## src/rtl/mips_pkg.sv

```systemverilog
// Shared MIPS front-end types and constants.
// Holds NOP encoding, fetch defaults and fault-state enum.
package mips_pkg;

  localparam logic [31:0] MIPS_NOP           = 32'h0000_0000;
  localparam logic [31:0] DEFAULT_RESET_PC   = 32'h0000_0000;
  localparam int          DEFAULT_IMEM_BYTES = 160;

  typedef enum logic {
    RUN,
    HALT
  } fault_state_e;

endpackage

```

## src/rtl/fetch_stage_if.sv

```systemverilog
// Instruction-memory bus between fetch and imem.
// master: drives inst_addr, receives inst_data (comb).
interface fetch_stage_if;

  logic [31:0] inst_addr;
  logic [31:0] inst_data;

  modport master (
    output inst_addr,
    input  inst_data
  );

  modport slave (
    input  inst_addr,
    output inst_data
  );

endinterface

```

## src/rtl/if_id_reg.sv

```systemverilog
// IF/ID pipeline register with load, hold and bubble.
// Ports: clk, reset, load, bubble, instr_in/pc4_in -> instr/pc4/valid.
module if_id_reg
  import mips_pkg::*;
(
  input  logic        clk,
  input  logic        reset,
  input  logic        load,
  input  logic        bubble,
  input  logic [31:0] instr_in,
  input  logic [31:0] pc4_in,
  output logic [31:0] instr,
  output logic [31:0] pc4,
  output logic        valid
);

  // bubble wins over load; pc4 is kept across a bubble
  always_ff @(posedge clk or posedge reset) begin
    if (reset) begin
      instr <= MIPS_NOP;
      pc4   <= '0;
      valid <= 1'b0;
    end else if (bubble) begin
      instr <= MIPS_NOP;
      valid <= 1'b0;
    end else if (load) begin
      instr <= instr_in;
      pc4   <= pc4_in;
      valid <= 1'b1;
    end
  end

endmodule

```

## src/rtl/fetch_stage.sv

```systemverilog
// MIPS fetch stage: pc, imem address, IF/ID capture,
// stall/redirect priority. Optional fault monitor: FETCH_FAULT_EN.
// Ports: clk, reset, imem (master), stall, redirect_valid/target,
// if_id_instr/pc4/valid, fetch_fault, fault_pc.
module fetch_stage
  import mips_pkg::*;
#(
  parameter logic [31:0] RESET_PC  = DEFAULT_RESET_PC,
  parameter int          MEM_BYTES = DEFAULT_IMEM_BYTES
) (
  input  logic           clk,
  input  logic           reset,
  fetch_stage_if.master  imem,
  input  logic           stall,
  input  logic           redirect_valid,
  input  logic [31:0]    redirect_target,
  output logic [31:0]    if_id_instr,
  output logic [31:0]    if_id_pc4,
  output logic           if_id_valid,
  output logic           fetch_fault,
  output logic [31:0]    fault_pc
);

  logic [31:0] pc;
  logic [31:0] pc_next;
  logic [31:0] pc4;
  logic        load;
  logic        bubble;
  logic        frozen;

  assign pc4            = pc + 32'd4;
  assign imem.inst_addr = pc;

`ifdef FETCH_FAULT_EN
  localparam logic [31:0] LAST_ADDR = 32'(MEM_BYTES - 4);

  fault_state_e state;
  fault_state_e state_next;
  logic [31:0]  fpc;
  logic         detect;

  assign detect = (pc[1:0] != 2'b00) || (pc > LAST_ADDR);

  always_ff @(posedge clk or posedge reset) begin
    if (reset) begin
      state <= RUN;
      fpc   <= '0;
    end else begin
      state <= state_next;
      if (state == RUN && detect)
        fpc <= pc;
    end
  end

  // faulting slot and every HALT cycle become bubbles
  always_comb begin
    state_next = state;
    frozen     = 1'b0;
    unique case (state)
      RUN: begin
        if (detect) begin
          state_next = HALT;
          frozen     = 1'b1;
        end
      end
      HALT: frozen = 1'b1;
      default: state_next = RUN;
    endcase
  end

  assign fetch_fault = (state == HALT);
  assign fault_pc    = fpc;
`else
  assign frozen      = 1'b0;
  assign fetch_fault = 1'b0;
  assign fault_pc    = '0;
`endif

  always_comb begin
    pc_next = pc;
    load    = 1'b0;
    bubble  = 1'b0;
    if (frozen) begin
      bubble = 1'b1;
    end else if (redirect_valid) begin
      // squash the wrong-path word now on inst_data
      pc_next = redirect_target;
      bubble  = 1'b1;
    end else if (!stall) begin
      pc_next = pc4;
      load    = 1'b1;
    end
  end

  always_ff @(posedge clk or posedge reset) begin
    if (reset)
      pc <= RESET_PC;
    else
      pc <= pc_next;
  end

  if_id_reg u_if_id (
    .clk      (clk),
    .reset    (reset),
    .load     (load),
    .bubble   (bubble),
    .instr_in (imem.inst_data),
    .pc4_in   (pc4),
    .instr    (if_id_instr),
    .pc4      (if_id_pc4),
    .valid    (if_id_valid)
  );

endmodule

```

## src/flat_wrapper.sv

```systemverilog
// flat-port wrapper written by rule: the top's interface ports become plain ports
module fetch_stage_flat import mips_pkg::*;
#(
  parameter logic [31:0] RESET_PC  = DEFAULT_RESET_PC,
  parameter int          MEM_BYTES = DEFAULT_IMEM_BYTES
)
  (clk, reset, stall, redirect_valid, redirect_target, if_id_instr, if_id_pc4, if_id_valid, fetch_fault, fault_pc, imem_inst_addr, imem_inst_data);
  fetch_stage_if imem_i ();
  input  logic clk;
  input  logic reset;
  input  logic stall;
  input  logic redirect_valid;
  input  logic [31:0] redirect_target;
  output logic [31:0] if_id_instr;
  output logic [31:0] if_id_pc4;
  output logic if_id_valid;
  output logic fetch_fault;
  output logic [31:0] fault_pc;
  output wire logic [$bits(imem_i.inst_addr)-1:0] imem_inst_addr;
  input wire logic [$bits(imem_i.inst_data)-1:0] imem_inst_data;
  assign imem_inst_addr = imem_i.inst_addr;
  assign imem_i.inst_data = imem_inst_data;
  fetch_stage #(.RESET_PC(RESET_PC), .MEM_BYTES(MEM_BYTES)) u_core (.clk(clk), .reset(reset), .imem(imem_i), .stall(stall), .redirect_valid(redirect_valid), .redirect_target(redirect_target), .if_id_instr(if_id_instr), .if_id_pc4(if_id_pc4), .if_id_valid(if_id_valid), .fetch_fault(fetch_fault), .fault_pc(fault_pc));
endmodule
```

## config.mk

```make
export PLATFORM = sky130hd
export DESIGN_NAME = fetch_stage_flat
export DESIGN_NICKNAME = d
export VERILOG_FILES = /design/src/rtl/mips_pkg.sv /design/src/rtl/fetch_stage_if.sv /design/src/rtl/if_id_reg.sv /design/src/rtl/fetch_stage.sv /design/src/flat_wrapper.sv
export SDC_FILE = /design/constraint.sdc
export NUM_CORES = 1
export LEC_CHECK = 0
export CORE_MARGIN = 5
export CORE_UTILIZATION = 40
export DETAILED_ROUTE_END_ITERATION = 10
export PLACE_DENSITY_LB_ADDON = 0.15
export SYNTH_ARGS = -nofsm -noshare
export SYNTH_HDL_FRONTEND = slang
export SYNTH_SLANG_ARGS = --single-unit
```

## constraint.sdc

```tcl
create_clock -name clk -period 7.5 [get_ports clk]
set_input_delay 0.75 -clock clk [delete_from_list [all_inputs] [get_ports clk]]
set_output_delay 0.75 -clock clk [all_outputs]
set_load 0.05 [all_outputs]
```

## Word level (Yosys, flattened, before mapping)

Cells that the tools add are included.

- Register bits after elaboration: 97
- Bits of input ports: 68
- Output and inout port bits: 130
- Logic and storage cells: 18

- Add/subtract/negate cells: 1
- Eq/ne operators: 1
- Mux-type cells: 9
- Bitwise gates (word level): 1
- Reduce and logical (&&, ||, !) cells: 2

Operators with widths:

| cell | number |
|---|---|
| $mux 32 | 4 |
| $add 32x3->32 const B | 1 |
| $mux 1 | 5 |
| $ne 2x1->1 const B | 1 |
| $reduce_and 2->1 | 1 |
| $reduce_bool 2->1 | 1 |
| $not 1->1 | 1 |

## Depth between registers and ports, before layout

- Depth after elaboration: 4
- Mapped depth: 7
- Gate-level depth less buffers: 5

## Modules after synthesis

Synthesis repeated with hierarchy kept, for this count alone.

- Cells, all modules: 493
- Area total of the unflattened synthesis: 5,196.2 sq um

By module, submodules not included:

| module | instances | cells each | area an instance (sq um) | seq. area each (sq um) |
|---|---|---|---|---|
| if_id_reg | 1 | 177 | 2,652.5 | 1,626.6 |
| fetch_stage | 1 | 316 | 2,543.7 | 800.8 |

## Worst setup path after synthesis

Ideal clock, no wire load.

- Path kind: reg2reg
- From: register u_core.pc[2], in the netlist u_core.imem.inst_addr[2]
- To: register u_core.pc[24], in the netlist u_core.imem.inst_addr[24]
- Setup time: 136 ps
- Data arrival time: 2,356 ps
- Required time: 7,364 ps
- Setup slack: 5,008 ps
- Stages on the path, launching flop included: 7
- Buffers on the path: 1
- Clock period less this slack: 2,492 ps
- Path through: dfrtp_1 > ha_1 > nand4_1 > clkbuf_1 > nor4_1 > a21oi_1 > or3b_2

- Word-level cells in the longest chain between the ends: 3

RTL lines:

| what | RTL line | text |
|---|---|---|
| start: declaration | fetch_stage.sv:24 | `logic [31:0] pc;` |
| start signal: assignment | fetch_stage.sv:99 | `pc <= pc_next;` |
| $add 32x3->32 | fetch_stage.sv:31 | `assign pc4 = pc + 32'd4;` |
| $mux 32 | fetch_stage.sv:89 | `end else if (!stall) begin` |
| $mux 32 | fetch_stage.sv:85 | `end else if (redirect_valid) begin` |

No other way between the ends. The select of a mux whose other input is x is not followed.
A chain may end at the register's enable or synchronous reset.

## Final worst setup path

- From: register u_core.pc[2], in the netlist u_core.imem.inst_addr[2]
- To: register u_core.pc[26], in the netlist u_core.imem.inst_addr[26]

The elaborated chain is that of the path after synthesis.

==> flow_summary_export.csv <==
group,metric,value,unit
run_status,status,"finished clean",
routing,dr.pass1.iters,4,
setup_path,reg2reg_from,"u_core.imem.inst_addr[2]$_DFFE_PP0N_",
logic_synthesis,seq_area_frac_synth,0.476,
floorplan,rows,41,
finish,multi_input_comb_area,0.00233,mm^2
global_route,grt_pass1_vias,4448,
power_and_ir_drop,powerDensity,236,mW/mm^2
logic_synthesis,synth.area.top_cells,"dfrtp_1 (48%), mux2i_1 (6.5%), buf_4 (5.2%)",
sta,hold_viol,0,
power_and_ir_drop,vdd_drop_max,98.3,uV
placed_design,dp_slack,4580,ps
sta,period_share,0.364,
setup_path,crit-reg2reg-capture,"u_core.imem.inst_addr[26]$_DFFE_PP0N_",
logic_synthesis,synth_cell_type_count,48,
clock_network,hold_buffers,0,
logic_synthesis,ys_ff_latch,97,
global_route,grt_use_total,0.191,
finish,seqCellArea,0.00243,mm^2
sta,fin_crit,2730,ps
finish,final_area,0.00701,mm^2
logic_synthesis,synth-edff-count,0,
setup_path,reg2reg_slack,4770,ps
routing,antenna_left,0,
setup_path,critPathMaxFanout,11,
clock_network,clockBufferDepth,2,
setup_path,cp.arrival,2990,ps
setup_path,cp-endpoint,"u_core.imem.inst_addr[26]$_DFFE_PP0N_",
floorplan,design.core.area,0.0126,mm^2
placed_design,placed_area,0.00667,mm^2
placed_design,port_buffers,164,
floorplan,io_pins,198,
sta,finalMaxSlewViolations,0,
clock_network,cts_root_buf,"clkbuf_16",
global_route,grt_overflow,0,
setup_path,rr_worst_depth,5,
finish,fillers,1150,
clock_network,numCtsBuffers,9,
power_and_ir_drop,p_leak,2.87,nW
clock_network,cts-resized-gates,0,
finish,area_growth,37.4,%
finish,diodes,0,
setup_path,setup.worst_path.start_class,"flop",
routing,drt-total-wl,14200,um
global_route,antenna_found_initial,0,
sta,worst_slack,4770,ps
sta,worstMarginPinSlew,1110,ps
floorplan,die_x,123,um
setup_path,critPathKind,"reg -> reg",
clock_network,cts_max_level,3,
floorplan,die_y,123,um
routing,route.detailed.drc,0,
routing,vias,4377,
clock_network,post-cts-setup-buffer-count,0,
clock_network,clk_pin_slew,70,ps
sta,relSlewSlack,0.257,
routing,viasPerCell,5.12,
logic_synthesis,syn_inst,544,
clock_network,clock_sinks,97,
sta,finalSetupViolCount,0,
placed_design,place_hpwl,10100,um
clock_network,clk_latency,340,ps
sta,fin_skew,5.12,ps
clock_network,cts_tree,"built",
floorplan,start_util,0.406,
floorplan,die-area,0.0151,mm^2
min_path,hp-class,"reg -> reg",
logic_synthesis,synth.avg_cell_area,9.38,um^2
routing,drt-initial-drc-count,218,
global_route,grt_first_pass_wirelength,23000,um
logic_synthesis,ys.flop_type,"dfrtp_1",
routing,avgRoutedWirePerCell,16.6,um
finish,nets,747,
logic_synthesis,ys_warn_count,0,
setup_path,startpoint,"u_core.imem.inst_addr[2]$_DFFE_PP0N_",
finish,final_layout_size_suffix_gt1_frac,0.0527,
logic_synthesis,synth_top_cell_by_area,"dfrtp_1",
sta,rsz0062_at_grt,"no",
job,max-cap-violations,0,
setup_path,worstPathRequired,7760,ps
logic_synthesis,async_flop_share,1.00,
sta,finalSetupTns,0,ps
logic_synthesis,syn_area,0.00510,mm^2
sta,timing.fmax,366,MHz
setup_path,endpoint_kind,"flop",
logic_synthesis,synthDominantCellAreaShare,0.476,
global_route,grt_max_degree,88,
placed_design,place.gp.congestion,0.826,
[kinds of logic after synthesis]
family	count (synthesis)	synth area share
xor+xnor	28	0.0481
simple gates	212	0.209
buf+inv	84	0.0912
other cells	1	0.000735
mux	35	0.0692
compound gates	86	0.103
flops	97	0.476
fa+ha+maj	1	0.00245
[cell usage in the layout, fill, tap and decap left out, types with 9 or more instances in the layout]
| cell type | n |
|---|---|
| a31oi_1 | 22 |
| clkbuf_16 | 9 |
| clkdlybuf4s50_1 | 162 |
| conb_1 | 33 |
| dfrtp_1 | 97 |
| mux2i_1 | 33 |
| nand2_1 | 60 |
| nand3_1 | 9 |
| nand4_1 | 11 |
| nor2_1 | 64 |
| nor3_1 | 9 |
| o21ai_0 | 41 |
| o31ai_1 | 10 |
| or3_1 | 16 |
| or4_1 | 14 |
| xnor2_1 | 20 |
[power breakdown]
part	total, mW	internal (mW)	switching (mW)	leakage, nW
combinational	0.501	0.168	0.333	1.51
sequential	0.636	0.576	0.0602	1.19
clock	0.520	0.320	0.200	0.169
[worst max-delay path: stages (launching register included)]
cell and delay (ps):
dfrtp_1 430, ha_1 270, nand4_1 430, or4_1 800
or4_1 520, a31oi_1 200
[sequential cells by signal (all words and copies together) (netlist names)]
register and cells:
u_core.u_if_id.instr 32, u_core.u_if_id.pc4 32, u_core.u_if_id.valid 1, u_core.imem.inst_addr 32
[per-stage QoR]
stage | cells | hold slack, ps | power (mW) | utilization
6_report | 855 | 484 | 1.66 | 0.558
5_1_grt | 855 | 532 | 1.73 | 0.558
4_1_cts | 855 | 489 | 1.67 | 0.558
3_5_place_dp | 839 | 471 | 1.15 | 0.531
3_3_place_gp | 839 | 464 | 1.14 | 0.531
2_1_floorplan | 576 | 458 | 0.980 | -
[worst min path at each step]
stage,cells after the start,startpoint,end
after floorplan,2,u_core.imem.inst_addr[0]$_DFFE_PP0P_,u_core.u_if_id.pc4[0]$_DFFE_PP0P_
after global placement,2,u_core.u_if_id.pc4[4]$_DFFE_PP0P_,u_core.u_if_id.pc4[4]$_DFFE_PP0P_
after detailed placement,1,u_core.u_if_id.valid$_DFFE_PP0P_,u_core.u_if_id.valid$_DFFE_PP0P_
after CTS,2,u_core.u_if_id.pc4[12]$_DFFE_PP0P_,u_core.u_if_id.pc4[12]$_DFFE_PP0P_
after global routing,2,u_core.u_if_id.pc4[5]$_DFFE_PP0P_,u_core.u_if_id.pc4[5]$_DFFE_PP0P_
final,2,u_core.u_if_id.pc4[12]$_DFFE_PP0P_,u_core.u_if_id.pc4[12]$_DFFE_PP0P_
[layout make-up]
cell class / instances / area share
sequential: 97 / 0.346
multi-input combinational: 395 / 0.333
timing repair buffer: 169 / 0.238
clock buffer: 12 / 0.0380
tap: 172 / 0.0307
clock inverter: 4 / 0.0105
inverter: 6 / 0.00357
[cell usage after synthesis (all sizes together) (6+ instances only)]
master,count
xnor2,20
nor3,9
or4,15
nand2,60
a31oi,22
nand4,13
clkbuf,32
o31ai,10
inv,6
nor2,65
xor2,8
dfrtp,97
nand3,9
nor4,8
buf,46
o21ai,41
mux2i,33
or3,16
[metal layers]
metal  vias to the layer above  global-route usage  part of all wire
met2                       167               0.312              0.49
met1                      2102               0.248              0.41
met3                        12              0.0563             0.092
li1                       2096                   -                 -
met4                         0              0.0553             0.013
met5                         -                   0                 0
(Power assumes the default switching activity.)
==> RTL edit, RTL diff (config.mk and constraints unchanged) <==
Build with the macro `FETCH_FAULT_EN` defined.
--- a/src/rtl/fetch_stage.sv
+++ b/src/rtl/fetch_stage.sv
@@ -2,6 +2,8 @@
 // stall/redirect priority. Optional fault monitor: FETCH_FAULT_EN.
 // Ports: clk, reset, imem (master), stall, redirect_valid/target,
 // if_id_instr/pc4/valid, fetch_fault, fault_pc.
+`define FETCH_FAULT_EN
+
 module fetch_stage
   import mips_pkg::*;
 #(
Formal check against the unedited RTL: not equivalent (Yosys sat finds a counterexample within 4 cycles, from zero or initial values and one cycle with reset high).
==> RTL edit against the unedited design <==
Global-route usage fell by 1.6 points. Critical path depth down 1. Worst setup slack worse by 0.12 ns. Non-clock buffer count rose by 31. Sequential cell count rose by 33. Routed wire length decreased by 4.3%. Sequential share of layout area grew 6.1 points. Final area rose by 14%. Synthesized area is 5.6% higher. Clock skew up 0.0022 ns. Critical endpoint is now u_core.imem.inst_addr[16].
Power is not compared: it rests on default switching activity, and its combinational part moved more than twofold at a synthesized area within 25%.
==> RTL edit: results (changes against the unedited design) <==
metric;value;unit;change
status;finished, final reports clean;;unchanged
path_clk_slew;0.05;ns;was 0.07 ns
multi_input_comb_cells;225;;was 395
grtUsageTotal;17.5;%;was 19.1%
synth_compound_area_share;6.74;%;was 10.3%
r2r_end;u_core.imem.inst_addr[16];;was u_core.imem.inst_addr[26]
fin_skew;0.00730;ns;was 0.00512 ns
clk_latency;0.40;ns;was 0.34 ns
holdPathEnd;u_core.u_if_id.pc4[9];;was u_core.u_if_id.pc4[12]
hold_slack;0.501;ns;was 0.484 ns
fin_nets;649;;was 747
multi_input_area_share;24.5;%;was 33.3%
dpl.hpwl;9810;um;was 10,100 um
netlist_instances;385;;was 544
grt_pass1_wl;22100;um;was 23,000 um
buffers;200;;was 169
clock_sinks;130;;was 97
fillers;1095;;was 1,150
synthTopCellsByArea;dfrtp_1 (60%), mux2_2 (7.9%), nor2_4 (6.3%);;was dfrtp_1 (48%), mux2i_1 (6.5%), buf_4 (5.2%)
hold_path_depth;1;;was 2
first_iter_violations;159;;was 218
critPathArrivalTime;3.19;ns;was 2.99 ns
final-nonclk-buf-share;24.9;%;was 23.8%
via_per_inst;4.85;;was 5.12
regToRegSetupSlack;4.65;ns;was 4.77 ns
cts_buffers;17;;was 9
post-place-ws;4.24;ns;was 4.58 ns
crit_start;u_core.imem.inst_addr[12];;was u_core.imem.inst_addr[2]
sh_seq_area;40.7;%;was 34.6%
synthAdderAreaFrac;0.232;%;was 0.245%
grt_pass1_vias;4126;;was 4,448
netlist_area;5390;um2;was 5100 um2
gp_congestion;0.808;;was 0.826
wirelength;13600;um;was 14,200 um
synth.distinct_cells;43;;was 48
multi_input_area;1950;um2;was 2330 um2
grt_max_degree;74;;was 88
==> RTL edit: per-layer routing <==
layer / routed length (um) / GRT usage [%]
met3: 1170 / 6.94
met2: 6650 / 28.4
met5: 0 / 0
met4: 238 / 6.75
met1: 5540 / 20.9
==> RTL edit: power by group through the flow <==
stage	clock (mW)	combinational, mW	sequential (mW)
finish	0.748	0.197	0.737
global route	0.803	0.210	0.739
CTS	0.767	0.200	0.737
detailed placement	0	0.199	0.749
global placement	0	0.197	0.748
floorplan	0	0.0585	0.801
==> RTL edit: logic make-up after synthesis <==
logic type	Yosys count
simple gates	99
fa+ha+maj	1
compound gates	51
mux	70
xor+xnor	4
buf+inv	30
flops	130
==> RTL edit: worst max-delay path, stage by stage, from the launching register on <==
cell,delay (ns)
dfrtp_1,0.44
nor4_1,0.39
nand4_1,0.55
nor4_4,1.16
a21o_1,0.24
